$ cat src/rtl/pulse_generator_pkg.sv
// Shared types and defaults for the multi-channel pulse generator.
package pulse_generator_pkg;

    localparam int reset_delay_c = 5;
    localparam int cnt_w_c       = 16;
    localparam int ready_delay_c = reset_delay_c;

    typedef enum logic [1:0] {
        IDLE   = 2'd0,
        DELAY  = 2'd1,
        ACTIVE = 2'd2,
        GAP    = 2'd3
    } pg_state_t;

endpackage

$ cat src/rtl/pulse_gen_channel.sv
// One pulse-train channel: start delay, then repeated high/low phases with optional repeat count.
module pulse_gen_channel
    import pulse_generator_pkg::*;
#(
    parameter int CNT_W_P = cnt_w_c
) (
    input  logic               clk,
    input  logic               reset_n,
    input  logic               ready,
    input  logic               start,
    input  logic               stop,
    input  logic [CNT_W_P-1:0] delay_cfg,
    input  logic [CNT_W_P-1:0] width_cfg,
    input  logic [CNT_W_P-1:0] gap_cfg,
    input  logic [CNT_W_P-1:0] repeat_cfg,
    output logic               pulse_out,
    output logic               busy,
    output logic               done,
    output logic               cfg_err
);

    localparam logic [CNT_W_P-1:0] one_c = CNT_W_P'(1);

    pg_state_t          state_q;
    logic [CNT_W_P-1:0] phase_q;
    logic [CNT_W_P-1:0] rem_q;
    logic [CNT_W_P-1:0] width_q;
    logic [CNT_W_P-1:0] gap_q;
    logic               pulse_q;
    logic               busy_q;
    logic               done_q;
    logic               cfg_err_q;

    always_ff @(posedge clk or negedge reset_n) begin
        if (!reset_n) begin
            state_q   <= IDLE;
            phase_q   <= '0;
            rem_q     <= '0;
            width_q   <= '0;
            gap_q     <= '0;
            pulse_q   <= 1'b0;
            busy_q    <= 1'b0;
            done_q    <= 1'b0;
            cfg_err_q <= 1'b0;
        end else begin
            done_q    <= 1'b0;
            cfg_err_q <= 1'b0;
            if (state_q == IDLE) begin
                if (start && ready && !stop) begin
                    if (width_cfg == '0) begin
                        cfg_err_q <= 1'b1;
                    end else begin
                        // Zero delay shares the DELAY path with a zero countdown, so the
                        // first pulse still rises one edge after acceptance.
                        width_q <= width_cfg;
                        gap_q   <= gap_cfg;
                        rem_q   <= repeat_cfg;
                        phase_q <= (delay_cfg == '0) ? '0 : delay_cfg - one_c;
                        busy_q  <= 1'b1;
                        state_q <= DELAY;
                    end
                end
            end else if (stop) begin
                state_q <= IDLE;
                pulse_q <= 1'b0;
                busy_q  <= 1'b0;
            end else begin
                case (state_q)
                    DELAY, GAP: begin
                        if (phase_q == '0) begin
                            state_q <= ACTIVE;
                            pulse_q <= 1'b1;
                            phase_q <= width_q - one_c;
                        end else begin
                            phase_q <= phase_q - one_c;
                        end
                    end
                    ACTIVE: begin
                        if (phase_q == '0) begin
                            pulse_q <= 1'b0;
                            // rem_q of zero means continuous and is never decremented
                            if (rem_q == one_c) begin
                                state_q <= IDLE;
                                busy_q  <= 1'b0;
                                done_q  <= 1'b1;
                            end else begin
                                if (rem_q != '0) rem_q <= rem_q - one_c;
                                state_q <= GAP;
                                phase_q <= (gap_q == '0) ? '0 : gap_q - one_c;
                            end
                        end else begin
                            phase_q <= phase_q - one_c;
                        end
                    end
                    default: state_q <= IDLE;
                endcase
            end
        end
    end

    assign pulse_out = pulse_q;
    assign busy      = busy_q;
    assign done      = done_q;
    assign cfg_err   = cfg_err_q;

endmodule

$ cat src/rtl/multi_pulse_generator.sv
// Multi-channel pulse generator: shared post-reset ready delay gating independent pulse-train channels.
module multi_pulse_generator
    import pulse_generator_pkg::*;
#(
    parameter int NUM_CH_P      = 4,
    parameter int CNT_W_P       = cnt_w_c,
    parameter int READY_DELAY_P = ready_delay_c
) (
    input  logic                         clk,
    input  logic                         reset_n,
    input  logic [NUM_CH_P-1:0]          start,
    input  logic [NUM_CH_P-1:0]          stop,
    input  logic [NUM_CH_P*CNT_W_P-1:0]  delay_cfg,
    input  logic [NUM_CH_P*CNT_W_P-1:0]  width_cfg,
    input  logic [NUM_CH_P*CNT_W_P-1:0]  gap_cfg,
    input  logic [NUM_CH_P*CNT_W_P-1:0]  repeat_cfg,
    output logic                         ready,
    output logic [NUM_CH_P-1:0]          pulse_out,
    output logic [NUM_CH_P-1:0]          busy,
    output logic [NUM_CH_P-1:0]          done,
    output logic [NUM_CH_P-1:0]          cfg_err
);

    localparam int              RDY_W      = (READY_DELAY_P > 1) ? $clog2(READY_DELAY_P) : 1;
    localparam logic [RDY_W-1:0] rdy_last_c = RDY_W'((READY_DELAY_P > 0) ? READY_DELAY_P - 1 : 0);
    localparam logic [RDY_W-1:0] rdy_one_c  = RDY_W'(1);

    logic [RDY_W-1:0] rdy_cnt_q, rdy_cnt_d;
    logic             ready_q, ready_d;

    // Counts edges after release; ready latches high on the READY_DELAY_P-th edge.
    always_comb begin
        rdy_cnt_d = rdy_cnt_q;
        ready_d   = ready_q;
        if (!ready_q) begin
            if (rdy_cnt_q == rdy_last_c) ready_d   = 1'b1;
            else                         rdy_cnt_d = rdy_cnt_q + rdy_one_c;
        end
    end

    always_ff @(posedge clk or negedge reset_n) begin
        if (!reset_n) begin
            rdy_cnt_q <= '0;
            ready_q   <= 1'b0;
        end else begin
            rdy_cnt_q <= rdy_cnt_d;
            ready_q   <= ready_d;
        end
    end

    assign ready = ready_q;

    for (genvar i = 0; i < NUM_CH_P; i++) begin : g_ch
        pulse_gen_channel #(
            .CNT_W_P(CNT_W_P)
        ) u_ch (
            .clk       (clk),
            .reset_n   (reset_n),
            .ready     (ready_q),
            .start     (start[i]),
            .stop      (stop[i]),
            .delay_cfg (delay_cfg[i*CNT_W_P +: CNT_W_P]),
            .width_cfg (width_cfg[i*CNT_W_P +: CNT_W_P]),
            .gap_cfg   (gap_cfg[i*CNT_W_P +: CNT_W_P]),
            .repeat_cfg(repeat_cfg[i*CNT_W_P +: CNT_W_P]),
            .pulse_out (pulse_out[i]),
            .busy      (busy[i]),
            .done      (done[i]),
            .cfg_err   (cfg_err[i])
        );
    end

endmodule

$ cat config.mk
export PLATFORM = sky130hd
export DESIGN_NAME = multi_pulse_generator
export DESIGN_NICKNAME = d
export VERILOG_FILES = /design/src/rtl/pulse_generator_pkg.sv /design/src/rtl/pulse_gen_channel.sv /design/src/rtl/multi_pulse_generator.sv
export SDC_FILE = /design/constraint.sdc
export NUM_CORES = 1
export LEC_CHECK = 0
export CAP_MARGIN = 30
export CORE_ASPECT_RATIO = 1.2
export CORE_UTILIZATION = 56
export DETAILED_ROUTE_END_ITERATION = 8
export GPL_ROUTABILITY_DRIVEN = 0
export GPL_TIMING_DRIVEN = 0
export PLACE_DENSITY = 0.82
export SLEW_MARGIN = 40
export SYNTH_ARGS = -nofsm -noshare
export SYNTH_HDL_FRONTEND = slang
export SYNTH_HIERARCHICAL = 1
export SYNTH_SLANG_ARGS = --single-unit
$ cat constraint.sdc
create_clock -name clk -period 3.5 [get_ports clk]
set_clock_uncertainty 0.05 [all_clocks]
set_input_delay 1.05 -clock clk [delete_from_list [all_inputs] [get_ports clk]]
set_output_delay 1.05 -clock clk [all_outputs]
set_load 0.02 [all_outputs]
==> metrics.md, run 1 <==
| Metric | Value |
|---|---|
| Status | completed |
| Routed Antenna Nets | 0 |
| Most frequent cells in the layout | nand2_1, dfrtp_1, clkdlybuf4s50_1, nor2_1, a21oi_1 |
| Distinct cells, synth | 89 |
| Vias in the first global route | 19120 |
| Main flop type after synthesis | dfrtp_1 |
| Largest stage delay, worst path | 0.85 ns |
| Setup slack, reg-to-reg | 0.28 ns |
| Max_cap viols | 0 |
| Worst-Skew Late Latency | 0.57 ns |
| Total placed cells including tap cells | 3077 |
| Chip Height | 206.5 um |
| Worst R2R End | g_ch[0].u_ch/phase_q[12]$_DFFE_PN0P_ |
| Reg clk slew, reported paths | 0.06 ns |
| Largest net degree at the start of global routing | 77 |
| Leading cell type in the layout, fill and taps excluded | nand2_1 |
| Startpoint type of the worst setup path | flop |
| Max Clk Rate | 0.3063 GHz |
| Syn_nets | 2641 |
| Die ar. | 35600 um^2 |
| Mapped Cells | 2337 |
| Clock share of power | 0.231 |
| Chip Width | 172.4 um |
| Final total power | 15.18 mW |
| Max stage delay cell, worst path | dfrtp_1 |
| Number of synthesized flops with an enable pin | 0 |
| CTS resizes | 0 |
| DP HPWL | 44.64 mm |
| Maximum vdd drop | 0.4198 mV |
| Crit path kind | flop to primary output |
| First-pass GRT wire length | 95.99 mm |
| TritonCTS Buffers | 31 |
| WP data required | 2.40 ns |
| Crit Path Max Fanout | 7 |
| Clk sinks | 284 |
| Hold Buf Count CTS | 0 |
| Final hold vios | 0 |
| Internal power | 9.127 mW |
| Ys Warns | 6 |
| Post-route DRC | 0 |
| Rel. slew slack | 0.3846 |
| Initial DRC count | 2373 |
| Drt wl/cell | 19.38 um |
| Initial antenna violation count | 0 |
| PwrDens | 628.4 nW/um^2 |
| Syn_area_per_cell | 8.349 um^2 |
| Worst Tran Pin Value | 0.8999 ns |
| Switching share of power | 0.3987 |
| Starting Density | 0.5711 |
| Sequential cell area | 7107 um^2 |
| Yosys reg bits | 284 |
| Combinational share of power | 0.373 |
| Register area share after synthesis | 0.3642 |
| Psw | 6.052 mW |
| Leakage power | 9.099 nW |
| IO Count | 283 |
| Worst Hold Class | input port to asynchronous set/reset pin |
| Multi-input gate area | 11670 um^2 |
| FF-to-FF path depth | 7 |
| CORE AREA | 34170 um^2 |
| Maximum clock path buffer count | 3 |
| Antenna cells | 0 |
| Count of final max-slew check failures | 0 |
| Via count | 20320 |
| Final min period | 3.265 ns |
| Crit-path leading delay family | flip-flops |
| TritonRoute pass-1 iters | 9 |
| GRT Util Overall | 0.3359 |
| Critical Path Stages | 1 |
| Fill cells | 2620 |
| Crit path buf inv count | 1 |
| Worst path cell trace | clkdlybuf4s50_1 |
| CTS tree | yes |
| Routed wire length | 60.71 mm |
| Final setup vio count | 0 |
| Finished Layout Cells | 3132 |
| GRT overflow | 0 |
| Layout Nets | 2958 |
| Reg-to-Reg Start | g_ch[0].u_ch/rem_q[8]$_DFFE_PN0P_ |
| Crit. End Element | primary output |
| Seq pwr share | 0.396 |
| Share of cells above drive strength 1 | 0.08408 |
| CP arrival | 2.17 ns |
| Row count | 74 |
| Setup TNS | 0 ns |
| CTS root buf | clkbuf_16 |
| Vias per cell | 6.487 |
| # port buffers | 280 |
| Fraction of registers with async set/reset | 1.000 |
| Synth-to-Final Area Change | 23.78% |
| Setup bufs post-CTS | 0 |
| RSZ-0062 raised after global routing | no |
| Final worst path period share | 0.9329 |
| H-tree depth | 1 |
| Synth Cell Area | 19510 um^2 |
-- routing by layer --
layer	track usage	vias up	wire length (um)
met5	0	-	0
met4	0.1514	0	2678
met3	0.05170	227	5698
met2	0.5575	1201	28790
met1	0.4303	9649	23540
li1	-	9241	-
-- cells by family (layout without fill, tap and decap cells) --
| group | count (synthesis) | in the layout | share of synthesized area |
|---|---|---|---|
| buf+inv | 187 | 526 | 0.04123 |
| simple gates | 1000 | 1000 | 0.2562 |
| mux | 78 | 78 | 0.04495 |
| xor+xnor | 153 | 153 | 0.06868 |
| compound gates | 597 | 597 | 0.2003 |
| fa+ha+maj | 38 | 38 | 0.02437 |
| flops | 284 | 284 | 0.3642 |
-- Yosys cell counts, types with 17 or more instances --
cell type,instances,area [um^2]
nand2b_1,26,162.7
a21oi_1,175,875.8
o21ai_1,52,260.3
nand3_1,50,250.2
xor2_1,66,578.1
o22ai_1,18,112.6
nor2b_1,18,112.6
o21a_1,19,142.6
or3_1,30,187.7
or2_2,17,106.4
clkbuf_1,91,341.6
nor2_1,187,701.9
o221ai_1,39,341.6
a31oi_1,35,219.0
dfrtp_1,284,7107
o21ai_0,77,385.4
mux2_2,68,765.7
or4_1,37,277.8
o211ai_1,19,142.6
inv_1,64,240.2
nand2_1,339,1272
a22oi_1,30,225.2
nor4_1,87,544.3
ha_1,38,475.5
xnor2_1,87,762.0
nand4_1,30,187.7
nor3_1,103,515.5
-- stage by stage --
stage | worst slack, ns | hold WS, ns | util | instance area, um^2
after floorplan | 0.5928 | 0.4045 | - | 19510
after global placement | -10.92 | 0.4239 | 0.6699 | 22890
after detailed placement | -0.2345 | 0.4224 | 0.6734 | 23010
after CTS | 0.2347 | 0.2616 | 0.7051 | 24090
after global routing | 0.1208 | 0.2679 | 0.7070 | 24150
final | 0.2348 | 0.2776 | 0.7070 | 24150
-- power by group through the flow --
stage	combinational [mW]	clock (mW)	sequential, mW
finish	5.67	3.50	6.01
detailed placement	5.50	0	5.96
CTS	5.55	3.55	5.93
floorplan	3.92	0	5.60
global placement	5.29	0	5.87
global route	6.20	3.68	6.18
-- area by class of cell --
cell class	count	share of cell area
Sequential cell	284	0.2942
Inverter	65	0.01010
Clock buffer	43	0.03688
Multi-Input combinational cell	1866	0.4832
Tap cell	456	0.02362
Timing Repair Buffer	284	0.1208
Buffer	122	0.02321
Clock inverter	12	0.007978
-- state kept, by name, indices dropped and copies added (netlist names) --
name                 flops
g_ch.u_ch/gap_q         64
g_ch.u_ch/cfg_err        4
ready                    1
g_ch.u_ch/rem_q         64
g_ch.u_ch/state_q        8
rdy_cnt_q                3
g_ch.u_ch/phase_q       64
g_ch.u_ch/done           4
g_ch.u_ch/width_q       64
g_ch.u_ch/busy           4
g_ch.u_ch/pulse_out      4
-- how the worst max path moves through the flow --
stage                     from                                   end
2_1_floorplan    delay_cfg[49]  g_ch[3].u_ch/phase_q[13]$_DFFE_PN0P_
3_3_place_gp           reset_n           g_ch[1].u_ch/done$_DFF_PN0_
3_5_place_dp      delay_cfg[9]   g_ch[0].u_ch/phase_q[3]$_DFFE_PN0P_
4_1_cts        ready$_DFF_PN0_                                 ready
5_1_grt           delay_cfg[9]   g_ch[0].u_ch/phase_q[2]$_DFFE_PN0P_
6_report       ready$_DFF_PN0_                                 ready
Note: power is estimated with default switching activity, not from simulation.
==> inputs of run 2 (changes only) <==
--- a/config.mk
+++ b/config.mk
@@ -7,11 +7,11 @@
 export LEC_CHECK = 0
 export CAP_MARGIN = 30
 export CORE_ASPECT_RATIO = 1.2
-export CORE_UTILIZATION = 56
+export CORE_UTILIZATION = 30
+export CTS_CLUSTER_SIZE = 12
 export DETAILED_ROUTE_END_ITERATION = 8
 export GPL_ROUTABILITY_DRIVEN = 0
 export GPL_TIMING_DRIVEN = 0
-export PLACE_DENSITY = 0.82
 export SLEW_MARGIN = 40
 export SYNTH_ARGS = -nofsm -noshare
 export SYNTH_HDL_FRONTEND = slang
==> run 2 against run 1 <==
Non-clock buffer count unchanged. Sequential share of layout area down 0.72 points. Power up 2.7%. Highest routed layer is now met5. Clock power up 11%. Via count down 3.1%.
==> metrics.md, run 2 (same netlist as run 1, synthesis figures left out) <==
| Metric | Value |
|---|---|
| Status | completed |
| WP data required | 3.88 ns |
| Clock share of power | 0.249 |
| Synth-to-Final Area Change | 26.89% |
| DP Area | 23480 um^2 |
| Post-route DRC | 0 |
| Total placed cells including tap cells | 3453 |
| Routed wire length | 67.68 mm |
| Count of final max-slew check failures | 0 |
| Final Util | 0.3842 |
| H-tree depth | 2 |
| CTS tree | yes |
| IO Count | 283 |
| Maximum vdd drop | 0.4273 mV |
| First-pass GRT wire length | 105.7 mm |
| GRT Util Overall | 0.1981 |
| Drt wl/cell | 19.23 um |
| TritonRoute pass-1 iters | 5 |
| Crit-path leading delay family | buffers and inverters |
| Max stage delay cell, worst path | clkdlybuf4s50_1 |
| PwrDens | 629.9 nW/um^2 |
| Internal power | 9.329 mW |
| Crit path buf inv count | 3 |
| Crit. End Element | flop |
| Worst path cell trace | clkdlybuf4s50_1 -> nor4_1 -> nand4_1 -> nand2_1 -> clkbuf_1 -> clkbuf_2 -> mux2_2 |
| Worst-Skew Late Latency | 0.55 ns |
| Chip Width | 234.8 um |
| Share of cells above drive strength 1 | 0.08746 |
| Largest stage delay, worst path | 0.48 ns |
| Leading cell type in the layout, fill and taps excluded | nand2_1 |
| Max_cap viols | 0 |
| Vias per cell | 5.593 |
| Hold Buf Count CTS | 0 |
| Setup bufs post-CTS | 0 |
| Maximum clock path buffer count | 3 |
| Die ar. | 66070 um^2 |
| Row count | 102 |
| Combinational share of power | 0.365 |
| # port buffers | 280 |
| CTS resizes | 0 |
| Final worst path period share | 0.9662 |
| Seq pwr share | 0.386 |
| Final hold vios | 0 |
| Vias in the first global route | 19170 |
| Largest net degree at the start of global routing | 72 |
| CP arrival | 3.76 ns |
| Reg clk slew, reported paths | 0.06 ns |
| Final min period | 3.382 ns |
| Final setup vio count | 0 |
| Rel. slew slack | 0.4423 |
| Initial DRC count | 1429 |
| Crit path kind | input port to flop |
| Layout Nets | 2964 |
| Crit Path Max Fanout | 10 |
| Leakage power | 9.187 nW |
| TritonCTS Buffers | 37 |
| Switching share of power | 0.4019 |
| Setup slack, reg-to-reg | 0.30 ns |
| Max Clk Rate | 0.2957 GHz |
| Worst Tran Pin Value | 0.8289 ns |
| Initial antenna violation count | 3 |
| Via count | 19690 |
| CORE AREA | 64450 um^2 |
| Setup TNS | 0 ns |
| GRT overflow | 0 |
| Starting Density | 0.3028 |
| Routed Antenna Nets | 0 |
| Critical Path Stages | 7 |
| FF-to-FF path depth | 7 |
| DP HPWL | 51.32 mm |
| CTS root buf | clkbuf_16 |
| RSZ-0062 raised after global routing | no |
| Final total power | 15.60 mW |
| Most frequent cells in the layout | nand2_1, dfrtp_1, clkdlybuf4s50_1, nor2_1, a21oi_1 |
| Chip Height | 281.4 um |
| Finished Cell Area | 24760 um^2 |
| Worst Hold Class | input port to asynchronous set/reset pin |
| Psw | 6.267 mW |
| Clk sinks | 284 |
| Startpoint type of the worst setup path | input port |
| Finished Layout Cells | 3520 |
[run 2: cell types whose count changed in the layout (fill, tap and decap cells not counted), sizes merged]
cell | previous run | this run
buf | 35 | 34
bufinv | 5 | 2
clkbuf | 135 | 147
clkinv | 5 | 9
clkinvlp | 3 | 1
diode | 0 | 1
inv | 64 | 65
[run 2: worst paths after layout]
path	start	to
min in group clk	g_ch[0].u_ch/rem_q[11]$_DFFE_PN0P_	g_ch[0].u_ch/rem_q[11]$_DFFE_PN0P_
worst min register to register	g_ch[0].u_ch/rem_q[11]$_DFFE_PN0P_	g_ch[0].u_ch/rem_q[11]$_DFFE_PN0P_
worst min-delay path	reset_n	g_ch[2].u_ch/rem_q[12]$_DFFE_PN0P_
worst max register to register	g_ch[1].u_ch/rem_q[8]$_DFFE_PN0P_	g_ch[1].u_ch/phase_q[12]$_DFFE_PN0P_
worst max-delay path	width_cfg[33]	g_ch[2].u_ch/width_q[2]$_DFFE_PN0P_
max in group asynchronous	reset_n	g_ch[0].u_ch/phase_q[13]$_DFFE_PN0P_
[run 2: routing by layer]
layer	track usage	wire length (um)	vias up
li1	-	-	9246
met1	0.2406	27820	9491
met2	0.3522	33340	812
met3	0.03456	4458	136
met4	0.06933	2037	4
met5	0	23	-
[run 2: area by class of cell]
class / count / area [um^2]
fillers: 6479 / 39690
flip-flops and latches: 284 / 7107
inverters: 65 / 244.0
plain buffers: 122 / 564.3
diodes: 1 / 2.502
multi-input cells: 1866 / 11660
clock buffers: 54 / 1102
repair buffers: 284 / 2918
well taps: 832 / 1041
clock inverters: 12 / 116.4
[run 2: worst register-to-register path: cells and delay by family (launching register included)]
family / cells / cell delay, ns
and+or+nand+nor: 3 / 1.57
AOI/OAI and AO/OA: 3 / 0.81
DFF: 1 / 0.44
buffers and inverters: 1 / 0.29
[run 2: through the flow]
stage / hold slack, ns / worst slack, ns
global route: 0.3070 / 0.06575
floorplan: 0.4045 / 0.5928
CTS: 0.2940 / 0.003868
finish: 0.3213 / 0.1185
global placement: 0.4234 / -11.62
detailed placement: 0.4333 / -0.5805
[run 2: power groups by stage]
| stage | Clock [mW] | Combinational, mW | Sequential [mW] |
|---|---|---|---|
| floorplan | 0 | 3.92 | 5.60 |
| global placement | 0 | 5.47 | 5.93 |
| detailed placement | 0 | 5.61 | 6.01 |
| CTS | 4.01 | 5.64 | 5.96 |
| global route | 4.13 | 6.27 | 6.19 |
| finish | 3.88 | 5.69 | 6.03 |
==> inputs of run 3 (changes only) <==
--- a/config.mk
+++ b/config.mk
@@ -6,12 +6,15 @@
 export NUM_CORES = 1
 export LEC_CHECK = 0
 export CAP_MARGIN = 30
+export CELL_PAD_IN_SITES_DETAIL_PLACEMENT = 1
+export CELL_PAD_IN_SITES_GLOBAL_PLACEMENT = 1
 export CORE_ASPECT_RATIO = 1.2
 export CORE_UTILIZATION = 30
 export CTS_CLUSTER_SIZE = 12
 export DETAILED_ROUTE_END_ITERATION = 8
 export GPL_ROUTABILITY_DRIVEN = 0
 export GPL_TIMING_DRIVEN = 0
+export PLACE_DENSITY_LB_ADDON = 0.1
 export SLEW_MARGIN = 40
 export SYNTH_ARGS = -nofsm -noshare
 export SYNTH_HDL_FRONTEND = slang
==> run 3 against run 2 <==
Register-to-register slack better by 0.08 ns. Utilization is 0.33 points higher. Wire length up 9.2%. Design area up 0.85%. Via count fell by 1.3%. Sequential share of layout area down 0.24 points. Critical endpoint is now g_ch[2].u_ch/width_q[7]$_DFFE_PN0P_. Highest routed layer unchanged.
==> metrics.md, run 3 (same netlist as run 1, synthesis figures left out) <==
| Metric | Value |
|---|---|
| Count of final max-slew check failures | 0 |
| PwrDens | 652.1 nW/um^2 |
| Starting Density | 0.3028 |
| CTS tree | yes |
| Largest net degree at the start of global routing | 70 |
| Fill cells | 7520 |
| RSZ-0062 raised after global routing | no |
| Leading cell type in the layout, fill and taps excluded | nand2_1 |
| Layout Nets | 2965 |
| H-tree depth | 2 |
| Final setup vio count | 0 |
| Initial antenna violation count | 5 |
| Max Clk Rate | 0.2984 GHz |
| Chip Width | 234.8 um |
| Synth-to-Final Area Change | 27.98% |
| Die ar. | 66070 um^2 |
| Status | completed |
| Leakage power | 9.258 nW |
| Rel. slew slack | 0.4438 |
| TritonRoute pass-1 iters | 7 |
| Max_cap viols | 0 |
| Setup TNS | 0 ns |
| Final worst path period share | 0.9576 |
| Hold Buf Count CTS | 0 |
| Vias in the first global route | 20460 |
| Crit Path Max Fanout | 10 |
| TritonCTS Buffers | 38 |
| Chip Height | 281.4 um |
| Via count | 19440 |
| Worst Tran Pin Value | 0.8275 ns |
| Startpoint type of the worst setup path | input port |
| Clk sinks | 284 |
| Worst-Skew Late Latency | 0.56 ns |
| Setup slack, reg-to-reg | 0.38 ns |
| CORE AREA | 64450 um^2 |
| Maximum clock path buffer count | 3 |
| # port buffers | 280 |
| Initial DRC count | 925 |
| WP data required | 3.89 ns |
| GRT overflow | 0 |
| Crit path kind | input port to flop |
| Routed wire length | 73.94 mm |
| Most frequent cells in the layout | nand2_1, dfrtp_1, clkdlybuf4s50_1, nor2_1, a21oi_1 |
| CP arrival | 3.74 ns |
| Final min period | 3.352 ns |
| WHS | 0.3322 ns |
| Worst Hold Class | input port to asynchronous set/reset pin |
| Row count | 102 |
| Reg clk slew, reported paths | 0.06 ns |
| Final hold vios | 0 |
| Drt wl/cell | 20.98 um |
| DP HPWL | 56.98 mm |
| Post-route DRC | 0 |
| Vias per cell | 5.516 |
| Share of cells above drive strength 1 | 0.08993 |
| Final Util | 0.3875 |
| Maximum vdd drop | 0.2976 mV |
| GRT Util Overall | 0.2225 |
| Routed Antenna Nets | 0 |
| CTS root buf | clkbuf_16 |
| IO Count | 283 |
| Crit. End Element | flop |
| First-pass GRT wire length | 117.1 mm |
[run 3: cell types whose count changed in the layout (fill, tap and decap cells not counted), moves of 2 or more]
cell / previous run / this run
buf_1: 5 / 7
clkinvlp_4: 1 / 3
clkbuf_16: 39 / 41
clkbuf_2: 3 / 0
bufinv_16: 2 / 7
clkinv_2: 8 / 5
[run 3: routing by layer]
metal	vias up	GRT usage	routed length, um
li1	9245	-	-
met1	9699	0.2839	33160
met3	113	0.03358	2706
met2	375	0.3867	36180
met5	-	0	57
met4	8	0.06832	1836
[run 3: path summary, 6_finish.rpt]
check,to,start,depth (start not counted)
max,g_ch[2].u_ch/width_q[7]$_DFFE_PN0P_,width_cfg[34],7
min,g_ch[3].u_ch/phase_q[12]$_DFFE_PN0P_,reset_n,1
max reg2reg,g_ch[0].u_ch/phase_q[5]$_DFFE_PN0P_,g_ch[0].u_ch/phase_q[2]$_DFFE_PN0P_,8
min reg2reg,g_ch[2].u_ch/busy$_DFFE_PN0P_,g_ch[2].u_ch/busy$_DFFE_PN0P_,2
max in group asynchronous,g_ch[1].u_ch/width_q[2]$_DFFE_PN0P_,reset_n,3
min in group clk,g_ch[2].u_ch/busy$_DFFE_PN0P_,g_ch[2].u_ch/busy$_DFFE_PN0P_,2
[run 3: per-stage QoR]
stage          setup slack, ns  instance area [um^2]  cells  power (mW)
2_1_floorplan           0.5928                 19510   2337       9.515
3_5_place_dp           -0.5031                 23510   3453       11.89
4_1_cts                0.08085                 24920   3523       16.45
5_1_grt               0.001398                 24970   3524       17.41
6_report                0.1485                 24970   3524       16.28
3_3_place_gp            -12.27                 23360   3449       11.63
[run 3: final cells by class]
| type | instances | area, um^2 | area share |
|---|---|---|---|
| clock inverter | 15 | 257.7 | 0.01032 |
| antenna | 1 | 2.502 | 0.0001002 |
| sequential | 284 | 7107 | 0.2846 |
| clock buffer | 55 | 1149 | 0.04600 |
| timing repair buffer | 284 | 2918 | 0.1168 |
| tap | 832 | 1041 | 0.04169 |
| multi-input combinational | 1866 | 11690 | 0.4682 |
| inverter | 65 | 244.0 | 0.009771 |
| buffer | 122 | 560.5 | 0.02245 |
[run 3: critical path: stages]
cell and delay (ns):
clkdlybuf4s50_1 0.51, nor4_1 0.34, nand4_1 0.18, nand2_1 0.19
buf_1 0.53, buf_1 0.52, mux2_2 0.40
[run 3: repair_timing]
item,CTS,global route
buffers inserted,0,0
gates resized for setup,0,2
endpoints found under the setup margin,0,24
[run 3: power breakdown]
| group | switching (mW) | internal, mW |
|---|---|---|
| combinational | 3.28 | 2.54 |
| clock | 1.63 | 2.80 |
| sequential | 1.57 | 4.47 |
| total | 6.48 | 9.80 |
